[src/rtl/alu_seq_pkg.sv]
// alu_seq_pkg: shared types for the sequential handshake ALU.
//   op_e        - 3-bit opcode encoding (OP_ADD .. OP_ROL)
//   state_e     - top-level FSM states (ST_IDLE, ST_MUL, ST_DONE)
//   alu_flags_t - flag bundle registered alongside the result
package alu_seq_pkg;

  typedef enum logic [2:0] {
    OP_ADD = 3'b000,
    OP_SUB = 3'b001,
    OP_AND = 3'b010,
    OP_OR  = 3'b011,
    OP_XOR = 3'b100,
    OP_NOT = 3'b101,
    OP_MUL = 3'b110,
    OP_ROL = 3'b111
  } op_e;

  typedef enum logic [1:0] {
    ST_IDLE = 2'b00,
    ST_MUL  = 2'b01,
    ST_DONE = 2'b10
  } state_e;

  typedef struct packed {
    logic carry;
    logic overflow;
    logic sign;
    logic zero;
    logic parity;
  } alu_flags_t;

endpackage

[src/rtl/alu_mul_seq.sv]
// alu_mul_seq: iterative shift-add multiplier, one partial product per cycle,
// WIDTH steps per operation.
//   clk, rst   - clock, synchronous active-high reset (control state only)
//   start_i    - load operands and clear the accumulator
//   a_i, b_i   - multiplicand / multiplier
//   done_o     - high during the cycle in which the final step is taken
//   product_o  - accumulator value after the current step; the full 2*WIDTH
//                product is valid while done_o is high
module alu_mul_seq
  import alu_seq_pkg::*;
#(
  parameter int WIDTH = 8
) (
  input  logic               clk,
  input  logic               rst,
  input  logic               start_i,
  input  logic [WIDTH-1:0]   a_i,
  input  logic [WIDTH-1:0]   b_i,
  output logic               done_o,
  output logic [2*WIDTH-1:0] product_o
);

  localparam int CNT_W = $clog2(WIDTH + 1);

  logic               busy_q;
  logic [CNT_W-1:0]   cnt_q;
  logic [2*WIDTH-1:0] acc_q;
  logic [2*WIDTH-1:0] acc_d;
  logic [2*WIDTH-1:0] mcand_q;
  logic [WIDTH-1:0]   mplier_q;
  logic               last_step;

  // Multiplicand shifts left and multiplier shifts right each step, so the
  // current multiplier LSB always selects the correctly weighted addend.
  assign acc_d     = acc_q + (mplier_q[0] ? mcand_q : '0);
  assign last_step = busy_q && (cnt_q == CNT_W'(WIDTH - 1));
  assign done_o    = last_step;
  assign product_o = acc_d;

  always_ff @(posedge clk) begin
    if (rst) begin
      busy_q <= 1'b0;
      cnt_q  <= '0;
    end else if (start_i) begin
      busy_q <= 1'b1;
      cnt_q  <= '0;
    end else if (busy_q) begin
      cnt_q <= cnt_q + 1'b1;
      if (last_step) busy_q <= 1'b0;
    end
  end

  always_ff @(posedge clk) begin
    if (start_i) begin
      acc_q    <= '0;
      mcand_q  <= {{WIDTH{1'b0}}, a_i};
      mplier_q <= b_i;
    end else if (busy_q) begin
      acc_q    <= acc_d;
      mcand_q  <= mcand_q << 1;
      mplier_q <= mplier_q >> 1;
    end
  end

endmodule

[src/rtl/alu_seq_hs.sv]
// alu_seq_hs: registered WIDTH-bit ALU with valid/ready handshakes on both
// sides and a multi-cycle shift-add multiply. One operation in flight.
//   clk, rst            - clock, synchronous active-high reset
//   in_valid/in_ready   - operand handshake (in_ready only in IDLE)
//   in_a, in_b, in_op   - operands and 3-bit opcode
//   out_valid/out_ready - result handshake (out_valid only in DONE)
//   out_result          - registered result
//   out_carry, out_overflow, out_sign, out_zero, out_parity - registered flags
// Optional build macro ALU_ACC_EN adds in_acc: when set at acceptance,
// operand A is taken from the last completed result instead of in_a.
module alu_seq_hs
  import alu_seq_pkg::*;
#(
  parameter int WIDTH = 8
) (
  input  logic             clk,
  input  logic             rst,
  input  logic             in_valid,
  output logic             in_ready,
  input  logic [WIDTH-1:0] in_a,
  input  logic [WIDTH-1:0] in_b,
  input  logic [2:0]       in_op,
  output logic             out_valid,
  input  logic             out_ready,
  output logic [WIDTH-1:0] out_result,
  output logic             out_carry,
  output logic             out_overflow,
  output logic             out_sign,
  output logic             out_zero,
  output logic             out_parity
`ifdef ALU_ACC_EN
  ,
  input  logic             in_acc
`endif
);

  state_e               state_q, state_d;
  logic [WIDTH-1:0]     result_q, result_d;
  alu_flags_t           flags_q, flags_d;
  logic [WIDTH-1:0]     op_a;
  logic [WIDTH+1:0]     alu_out;
  logic                 mul_start;
  logic                 mul_done;
  logic [2*WIDTH-1:0]   mul_prod;

  // Returns {carry, overflow, result} for every single-cycle opcode.
  function automatic logic [WIDTH+1:0] alu_eval(input logic [WIDTH-1:0] a,
                                                input logic [WIDTH-1:0] b,
                                                input op_e op);
    logic [WIDTH:0]          wide;
    logic [WIDTH-1:0]        r;
    logic signed [WIDTH-1:0] sa, sb, sr;
    logic                    c, v;
    wide = '0;
    r    = '0;
    c    = 1'b0;
    v    = 1'b0;
    sa   = a;
    sb   = b;
    case (op)
      OP_ADD: begin
        wide = {1'b0, a} + {1'b0, b};
        r    = wide[WIDTH-1:0];
        c    = wide[WIDTH];
        sr   = r;
        v    = ((sa < 0) == (sb < 0)) && ((sr < 0) != (sa < 0));
      end
      OP_SUB: begin
        // The extra MSB of the widened difference is the borrow.
        wide = {1'b0, a} - {1'b0, b};
        r    = wide[WIDTH-1:0];
        c    = wide[WIDTH];
        sr   = r;
        v    = ((sa < 0) != (sb < 0)) && ((sr < 0) != (sa < 0));
      end
      OP_AND: r = a & b;
      OP_OR:  r = a | b;
      OP_XOR: r = a ^ b;
      OP_NOT: r = ~a;
      OP_ROL: begin
        r = {a[WIDTH-2:0], a[WIDTH-1]};
        c = a[WIDTH-1];
      end
      default: r = '0;
    endcase
    return {c, v, r};
  endfunction

  function automatic alu_flags_t mk_flags(input logic [WIDTH-1:0] r,
                                          input logic c,
                                          input logic v);
    alu_flags_t f;
    f.carry    = c;
    f.overflow = v;
    f.sign     = r[WIDTH-1];
    f.zero     = (r == '0);
    f.parity   = ^r;
    return f;
  endfunction

`ifdef ALU_ACC_EN
  logic [WIDTH-1:0] acc_q;
  assign op_a = in_acc ? acc_q : in_a;

  always_ff @(posedge clk) begin
    if (rst)                         acc_q <= '0;
    else if (out_valid && out_ready) acc_q <= result_q;
  end
`else
  assign op_a = in_a;
`endif

  assign alu_out = alu_eval(op_a, in_b, op_e'(in_op));

  alu_mul_seq #(.WIDTH(WIDTH)) u_mul (
    .clk       (clk),
    .rst       (rst),
    .start_i   (mul_start),
    .a_i       (op_a),
    .b_i       (in_b),
    .done_o    (mul_done),
    .product_o (mul_prod)
  );

  assign in_ready  = (state_q == ST_IDLE);
  assign out_valid = (state_q == ST_DONE);

  always_comb begin
    state_d   = state_q;
    result_d  = result_q;
    flags_d   = flags_q;
    mul_start = 1'b0;
    case (state_q)
      ST_IDLE: begin
        if (in_valid) begin
          if (op_e'(in_op) == OP_MUL) begin
            mul_start = 1'b1;
            state_d   = ST_MUL;
          end else begin
            result_d = alu_out[WIDTH-1:0];
            flags_d  = mk_flags(alu_out[WIDTH-1:0], alu_out[WIDTH+1], alu_out[WIDTH]);
            state_d  = ST_DONE;
          end
        end
      end
      ST_MUL: begin
        // Capture on the final step itself so the product lands without an
        // extra cycle of delay.
        if (mul_done) begin
          result_d = mul_prod[WIDTH-1:0];
          flags_d  = mk_flags(mul_prod[WIDTH-1:0], |mul_prod[2*WIDTH-1:WIDTH], 1'b0);
          state_d  = ST_DONE;
        end
      end
      ST_DONE: begin
        if (out_ready) state_d = ST_IDLE;
      end
      default: state_d = ST_IDLE;
    endcase
  end

  always_ff @(posedge clk) begin
    if (rst) state_q <= ST_IDLE;
    else     state_q <= state_d;
  end

  always_ff @(posedge clk) begin
    if (rst) begin
      result_q <= '0;
      flags_q  <= '0;
    end else begin
      result_q <= result_d;
      flags_q  <= flags_d;
    end
  end

  assign out_result   = result_q;
  assign out_carry    = flags_q.carry;
  assign out_overflow = flags_q.overflow;
  assign out_sign     = flags_q.sign;
  assign out_zero     = flags_q.zero;
  assign out_parity   = flags_q.parity;

endmodule

[config.mk]
export PLATFORM = sky130hd
export DESIGN_NAME = alu_seq_hs
export DESIGN_NICKNAME = d
export VERILOG_FILES = /design/src/rtl/alu_seq_pkg.sv /design/src/rtl/alu_mul_seq.sv /design/src/rtl/alu_seq_hs.sv
export SDC_FILE = /design/constraint.sdc
export NUM_CORES = 1
export LEC_CHECK = 0
export BUFFER_PORTS_ARGS = -buffer_cell sky130_fd_sc_hd__buf_2
export CORE_MARGIN = 5
export CORE_UTILIZATION = 55
export CTS_CLUSTER_SIZE = 24
export DETAILED_ROUTE_END_ITERATION = 10
export GPL_ROUTABILITY_DRIVEN = 0
export PLACE_DENSITY = 0.85
export SYNTH_ARGS = -nofsm -noshare
export SYNTH_HDL_FRONTEND = slang
export SYNTH_SLANG_ARGS = --single-unit
export TNS_END_PERCENT = 10
[constraint.sdc]
create_clock -name clk -period 8.2 [get_ports clk]
set_input_delay 0.41 -clock clk [delete_from_list [all_inputs] [get_ports clk]]
set_output_delay 0.41 -clock clk [all_outputs]
set_load 0.01 [all_outputs]
# Word level (Yosys, flattened, before mapping)

Cells that the tools add are included.

Flip-flop bits (word level): 60
Input port bits: 23
Output and inout bits: 15
Logic and storage cells: 85

$add $sub $neg: 4
Magnitude comparators: 4
Equal/unequal tests: 18
Muxes and demuxes: 27
Bitwise gates (word level): 4
Reduce and logical (&&, ||, !) cells: 15

Operator list:

| cell                  | count |
|---|---|
| $mux W8               | 7 |
| $pmux W8 S7           | 1 |
| $lt A8 B1 Y1 const B  | 4 |
| $add A16 B16 Y16      | 1 |
| $logic_not A8 Y1      | 2 |
| $mux W16              | 1 |
| $pmux W8 S2           | 1 |
| $reduce_xor A8 Y1     | 2 |
| $mux W5               | 3 |
| $eq A3 B3 Y1 const B  | 4 |
| $pmux W5 S2           | 1 |
| $add A8 B8 Y9         | 1 |
| $sub A8 B8 Y9         | 1 |
| $and A8 B8 Y8         | 1 |
| $mux W2               | 4 |
| $not A8 Y8            | 1 |
| $or A8 B8 Y8          | 1 |
| $reduce_or A8 Y1      | 1 |
| $xor A8 B8 Y8         | 1 |
| $eq A3 B2 Y1 const B  | 2 |
| $mux W1               | 6 |
| $ne A2 B2 Y1 const B  | 3 |
| $pmux W2 S3           | 1 |
| $add A4 B1 Y4 const B | 1 |
| 16 further kinds      | 21 |

# Depth between registers and ports, before layout

Gate-level depths: netlist of run 1.

Depth after elaboration: 8
Mapped depth: 16
Depth with buffers taken out: 16

# Modules after synthesis

A second synthesis of run 1 with hierarchy kept.

Cells, all modules: 578
Area total of the unflattened synthesis: 4937.2 sq um

By module, submodules not included:

| module      | instances | cells an instance | area each (sq um) | sequential area each (sq um) |
|---|---|---|---|---|
| alu_mul_seq | 1         | 275               | 2683.8            | 1061.0 |
| alu_seq_hs  | 1         | 303               | 2253.4            | 280.3 |

# Worst setup path after synthesis of run 1

Ideal clock, no wire load.

Kind: input-to-reg
Start: input port in_a[0]
End: register flags_q (netlist bit out_parity)
Setup time: 0.132 ns
Arrival time: 3.244 ns
Required time: 8.068 ns
Setup slack: 4.824 ns
Stages: 15
Path buffers: 0
Path through: ha_1 > fa_1 > a21oi_1 > o21bai_1 > a2111oi_0 > a21oi_1 > a2111oi_1 > a31oi_1 > and3_1 > ha_1 > xnor2_1 > xnor2_1 > nand2_1 > o211ai_1 > a21oi_1

Word-level cells in the longest chain between the ends: 6
Elaborated cells on any way between the ends: 11
Those cells by class: add/sub (2); mux (4); bitwise (4); reduce/logical (1)

RTL lines:

| what                                        | RTL line          | text |
|---|---|---|
| start, declared                             | alu_seq_hs.sv:20  | `input logic [WIDTH-1:0] in_a,` |
| $sub A8 B8 Y9, or another cell as far along | alu_seq_hs.sv:70  | `wide = {1'b0, a} - {1'b0, b};` |
| $pmux W8 S7 *                               | alu_seq_hs.sv:60  | `case (op)` |
| $reduce_xor A8 Y1 *                         | alu_seq_hs.sv:97  | `f.parity = ^r;` |
| $mux W5 *                                   | alu_seq_hs.sv:136 | `if (op_e'(in_op) == OP_MUL) begin` |
| $mux W5 *                                   | alu_seq_hs.sv:135 | `if (in_valid) begin` |
| $pmux W5 S2 *                               | alu_seq_hs.sv:133 | `case (state_q)` |
| end signal, assigned                        | alu_seq_hs.sv:173 | `flags_q <= flags_d;` |
| end, declared                               | alu_seq_hs.sv:39  | `alu_flags_t flags_q, flags_d;` |

Every way passes the cells marked *; elsewhere a longest branch is shown, timed or not. The select of a mux whose other input is x is not followed.
A chain may end at the register's enable or synchronous reset.

# Worst setup path in the final report of run 1

Ends and elaborated chain as after synthesis.

==> flow_summary.ini, run 1 <==
[clock_tree]
cts_sinks = 59
ctsResizeCount = 0
post_cts_buffers = 0
ctsHtreeMaxLevel = 3
clock_path_buffers = 2
cts-root-buf = clkbuf_8
ctsHoldBuffers = 0
clk_latency_ns = 0.34
cts_tree = built
path_clk_slew_ns = 0.07
numCtsBuffers = 9

[floorplanning]
die_y_um = 104
placementRows = 34
die_x_um = 104
dieArea_um2 = 10700
io_pins = 38
core_region_area_um2 = 8640
start_util_pct = 55.9

[power_and_ir_drop]
p_leak_uw = 0.00225
ir_worst_vdd_mv = 0.105
pwr_density_cell_nw_per_um2 = 234

[synth]
yosysMostFrequentCell = nor2_1
async_flop_share_pct = 0
synth_top_area_cell = dfxtp_1
yosysUniqueCellTypes = 77
yosysWarnings = 0
syn-num-nets = 640
syn_avg_cell_area_um2 = 8.52
synthTopCellsByCount = nor2_1 (60), ha_1 (48), dfxtp_1 (43)
synth_cells = 566
synthTopCellsByArea = dfxtp_1 (18%), ha_1 (12%), edfxtp_1 (10%)
ys_ff_latch = 59
synth.cell_area_um2 = 4820
synth_flop_cell = dfxtp_1
synth_top_area_share_pct = 17.8
synth-edff-count = 16
yosysSeqAreaShare_pct = 27.8

[sta]
hold_viol = 0
fmax_ghz = 0.278
drv_slew = 0
rsz0062_at_grt = no
setup_viol = 0
setup_tns_ns = 0
fin_skew_ns = 0.0112
worst_slew_pin_slew_ns = 0.865
final_period_minus_worst_setup_slack_ns = 3.59
max-slew-margin-rel_pct = 42.3
finalCritPeriodShare_pct = 43.8

[drt]
vias = 4276
drc = 0
drt_wl_total_um = 11800
via_per_inst = 6.14
ant_nets = 0
wl_per_cell_um = 16.9
dr.pass1.iters = 7
first_iter_violations = 318

[worst_setup_path]
cp.buffers_inverters = 1
timing.reg2reg.setup_slack_ns = 4.62
cp-end-kind = flop
path_cells = buf_2 > ha_1 > fa_1 > a21oi_1 > o21bai_1 > a2111oi_0 > a21oi_1 > a2111oi_1 > a31oi_1 > and3_1 > ha_1 > xnor2_1 > xnor2_1 > nand2_1 > o211ai_1 > a21oi_1
cp.required_ns = 8.41
crit_path_max_fanout = 4
max_stage_delay_ns = 0.54
crit_top_cell = a21oi_1
start_kind = input port
reg2reg_depth = 15
cp.arrival_ns = 3.81
crit_family = compound AO/OA/AOI/OAI gates
r2r-end = out_parity
rr_startpoint = u_mul.mplier_q[0]
slowest_stage = a2111oi_1
setup.worst_path.class = in2reg

[cells_and_area]
drive_above_1_share_pct = 12.9
area_growth_pct = 7.78
fill_cells = 762
fin_nets = 657
finalNonFillerCells = 696
diodes = 0

[job]
max_cap_violations = 0

[worst_hold_path]
hold_path.class = in2reg
min_to = state_q[1]
min_from = out_ready
holdPathStages = 3

[placement]
dp_cells = 680
hpwl_um = 8900
port_buffers = 37

[global_routing]
grt_pass1_vias = 3928
grt_usage_pct = 21.6
grt_max_degree = 45
grt_pass1_wl_um = 19300
overflow = 0
antenna_found_initial = 0

[outcome]
status = finished, final reports clean
## flip-flops by register name, indices dropped and copies added (netlist names), 2 cells and up
| register | count |
|---|---|
| u_mul.acc_q | 16 |
| state_q | 2 |
| u_mul.mplier_q | 8 |
| out_result | 8 |
| u_mul.cnt_q | 4 |
| u_mul.mcand_q | 16 |
## tightest hold or removal path, cell delays in order
cell and delay, ns:
buf_2 0.07, nand2b_1 0.10, a21oi_1 0.06
## how the worst max path moves through the flow
stage                                  from    endpoint  depth (start not counted)  slack [ns]
after floorplan                     in_a[0]  out_parity                         15        4.82
after global placement              in_a[0]  out_parity                         16        4.47
after detailed placement            in_a[0]  out_parity                         16        4.33
after CTS                 u_mul.mplier_q[0]  out_parity                         15        4.59
after global routing      u_mul.mplier_q[0]  out_parity                         15        4.35
final                               in_a[0]  out_parity                         16        4.61
## cell type report
class,count,area (um2),share of cell area (%)
multi-input cells,439,3220,61.9
clock inverters,3,15.0,0.289
repair buffers,39,200,3.85
well taps,108,135,2.60
flip-flops and latches,59,1340,25.8
inverters,35,131,2.53
clock buffers,13,159,3.06
## metrics by stage
step                cell area (um2)  hold WS, ns  worst slack, ns  utilization (%)  power [uW]
floorplan                      4820        0.450             4.82                -         851
global placement               5030        0.448             4.47             58.2         946
detailed placement             5030        0.455             4.33             58.2         980
CTS                            5200        0.334             4.59             60.2        1220
global route                   5200        0.344             4.35             60.2        1310
finish                         5200        0.348             4.61             60.2        1220
## placed cells by master, fill, tap and decap left out, types with 5 or more instances in the layout
master,instances
a211oi_1,13
a21o_1,7
a21oi_1,41
and2_1,15
and3_1,6
buf_2,37
clkbuf_8,11
dfxtp_1,43
edfxtp_1,16
ha_1,48
inv_1,33
mux2_1,8
mux2_2,6
mux2i_1,18
nand2_1,32
nand2b_1,6
nand3_1,7
nand4_1,5
nor2_1,60
nor2b_1,6
nor3_1,18
nor4_1,7
o211a_1,5
o211ai_1,10
o21ai_0,17
o21ai_1,9
xnor2_1,17
xor2_1,7
## power breakdown
group	internal, uW	leakage, uW	switching (uW)
combinational	255	0.00165	325
sequential	359	0.000499	39.5
clock	125	0.0000932	114
total	739	0.00225	479
## per-layer routing
metal  up-vias  global-route usage (%)  part of all wire [%]
li1       2075                       -                     -
met1      2028                    28.8                    44
met2       148                    34.4                    47
met3        25                    4.10                   6.2
met4         0                    8.60                   2.4
met5         -                       0                     0
## kinds of logic after synthesis
family                   synth area share (%)
AND/OR/NAND/NOR                          19.0
buffers and inverters                    5.63
flip-flops                               27.8
AO/OA/AOI/OAI                            21.5
adder cells (fa/ha/maj)                  13.7
XOR/XNOR                                 4.85
multiplexers                             7.47
No activity file was read; power rests on OpenSTA's default activity.
==> inputs of run 2 (changes only) <==
==> constraint.sdc (replaced) <==
create_clock -name clk -period 3.54 [get_ports clk]
set_input_delay 0.177 -clock clk [delete_from_list [all_inputs] [get_ports clk]]
set_output_delay 0.177 -clock clk [all_outputs]
set_load 0.01 [all_outputs]
==> run 2 against run 1 <==
Effect of this change: core utilization rose by 1.4 points; clock skew shrank 0.0024 ns; die area unchanged; worst setup slack worse by 4.3 ns; register-to-register slack got worse by 4.3 ns; design area is 2.3% higher; final cell count increased by 1.3%; flip-flop and latch count stayed put; largest cell class unchanged; sequential power grew 130%.
==> flow_summary.ini, run 2 (synthesized netlist as in run 1, its figures left out) <==
[sta]
fin_hold_ws_ns = 0.105
setup_tns_ns = 0
final_period_minus_worst_setup_slack_ns = 3.25
max-slew-margin-rel_pct = 43.6
drv_slew = 0
fmax_ghz = 0.308
hold_viol = 0
rsz0062_at_grt = no
worst_slew_pin_slew_ns = 0.846
fin_skew_ns = 0.00877
finalCritPeriodShare_pct = 91.8
setup_viol = 0

[cells_and_area]
drive_above_1_share_pct = 14.7
diodes = 0
reg_top3 = u_mul.acc_q x16, u_mul.mcand_q x16
layout_commonest_cell = nor2_1
fin_nets = 666
fill_cells = 722
area_growth_pct = 10.2
final_cell_mix = nor2_1 (60), ha_1 (48), dfxtp_1 (43)
final_area_um2 = 5320

[floorplanning]
die_y_um = 104
io_pins = 38
die_x_um = 104
dieArea_um2 = 10700
placementRows = 34
core_region_area_um2 = 8640
start_util_pct = 55.9

[placement]
place_area_um2 = 5090
port_buffers = 37
hpwl_um = 8950

[global_routing]
antenna_found_initial = 0
grt_pass1_wl_um = 19600
grt_pass1_vias = 4170
overflow = 0
grt_usage_pct = 21.8
grt_max_degree = 35

[clock_tree]
post_cts_buffers = 0
cts-root-buf = clkbuf_8
path_clk_slew_ns = 0.07
ctsHoldBuffers = 0
cts_sinks = 59
clock_path_buffers = 2
ctsHtreeMaxLevel = 3
cts_tree = built
clk_latency_ns = 0.35
numCtsBuffers = 9

[worst_setup_path]
cp-end-kind = flop
crit_top_cell = xnor2_1
rr_startpoint = u_mul.mplier_q[0]
crit_family = adder cells
path_cells = and2_1 > ha_1 > inv_1 > fa_1 > nor2b_1 > o31a_1 > o21ai_1 > nor2b_1 > xnor2_1 > inv_1 > ha_1 > xnor2_1 > xnor2_1 > o211ai_1 > a21oi_1
start_kind = flop
slowest_stage = edfxtp_1
cp.arrival_ns = 3.53
crit_path_max_fanout = 10
max_stage_delay_ns = 0.51
setup.worst_path.class = reg2reg
cp.buffers_inverters = 2
critical_path.startpoint = u_mul.mplier_q[0]
cp.required_ns = 3.82

[drt]
vias = 4331
dr.pass1.iters = 5
drc = 0
drt_wl_total_um = 12000
ant_nets = 0
wl_per_cell_um = 17.0
via_per_inst = 6.14
first_iter_violations = 224

[worst_hold_path]
hold_path.class = in2reg
min_from = out_ready

[job]
max_cap_violations = 0

[power_and_ir_drop]
pwr_density_cell_nw_per_um2 = 557
ir_worst_vdd_mv = 0.285
p_leak_uw = 0.00231

[outcome]
status = finished, final reports clean
-- run 2: cell types whose count changed in the layout (fill, tap and decap cells not counted), sizes merged --
cell / previous run / this run
buf: 39 / 48
bufinv: 0 / 1
clkbuf: 13 / 10
clkinv: 3 / 4
inv: 35 / 36
-- run 2: path summary, 6_finish.rpt --
path	depth (start not counted)	slack (ns)	to
setup / recovery	15	0.29	out_parity
hold / removal	3	0.10	state_q[1]
setup reg to reg	15	0.29	out_parity
hold reg to reg	2	0.46	out_result[1]
-- run 2: stage by stage --
step,utilization (%),cells,power (uW),setup WS [ns]
finish,61.6,705,2960,0.291
floorplan,-,566,1970,0.397
CTS,61.5,705,2960,0.280
global placement,59.0,689,2220,0.0838
global route,61.6,705,3150,0.00617
detailed placement,59.0,689,2280,0.0487
-- run 2: cell type report --
cell class | instances | area, um2 | share of cell area (%)
clock buffer | 10 | 149 | 2.80
clock inverter | 6 | 70.1 | 1.32
inverter | 35 | 131 | 2.47
multi-input combinational | 439 | 3220 | 60.6
sequential | 59 | 1340 | 25.2
tap | 108 | 135 | 2.54
timing repair buffer | 48 | 268 | 5.03
-- run 2: routing by layer --
layer	GRT usage (%)	vias up	part of all wire [%]
met1	28.4	2034	43
met4	9.44	0	3.7
li1	-	2107	-
met2	35.1	154	47
met5	0	-	0
met3	4.10	36	6.0
-- run 2: what timing repair did --
item / CTS / global route
gates resized for setup: 0 / 2
setup endpoints to repair: 0 / 1
endpoints found under the hold margin: 0 / 0
-- run 2: worst register-to-register path: stages (launching register included) --
cell and delay, ns:
edfxtp_1 0.51, and2_1 0.18, ha_1 0.19, inv_1 0.07, fa_1 0.41, nor2b_1 0.18, o31a_1 0.22, o21ai_1 0.09
nor2b_1 0.15, xnor2_1 0.19, inv_1 0.07, ha_1 0.31, xnor2_1 0.21, xnor2_1 0.15, o211ai_1 0.10, a21oi_1 0.16
-- run 2: where the power goes --
group,switching [uW],total (uW),internal [uW]
logic,750,1370,615
clock network,296,668,372
registers,97.5,930,832
total,1140,2960,1820
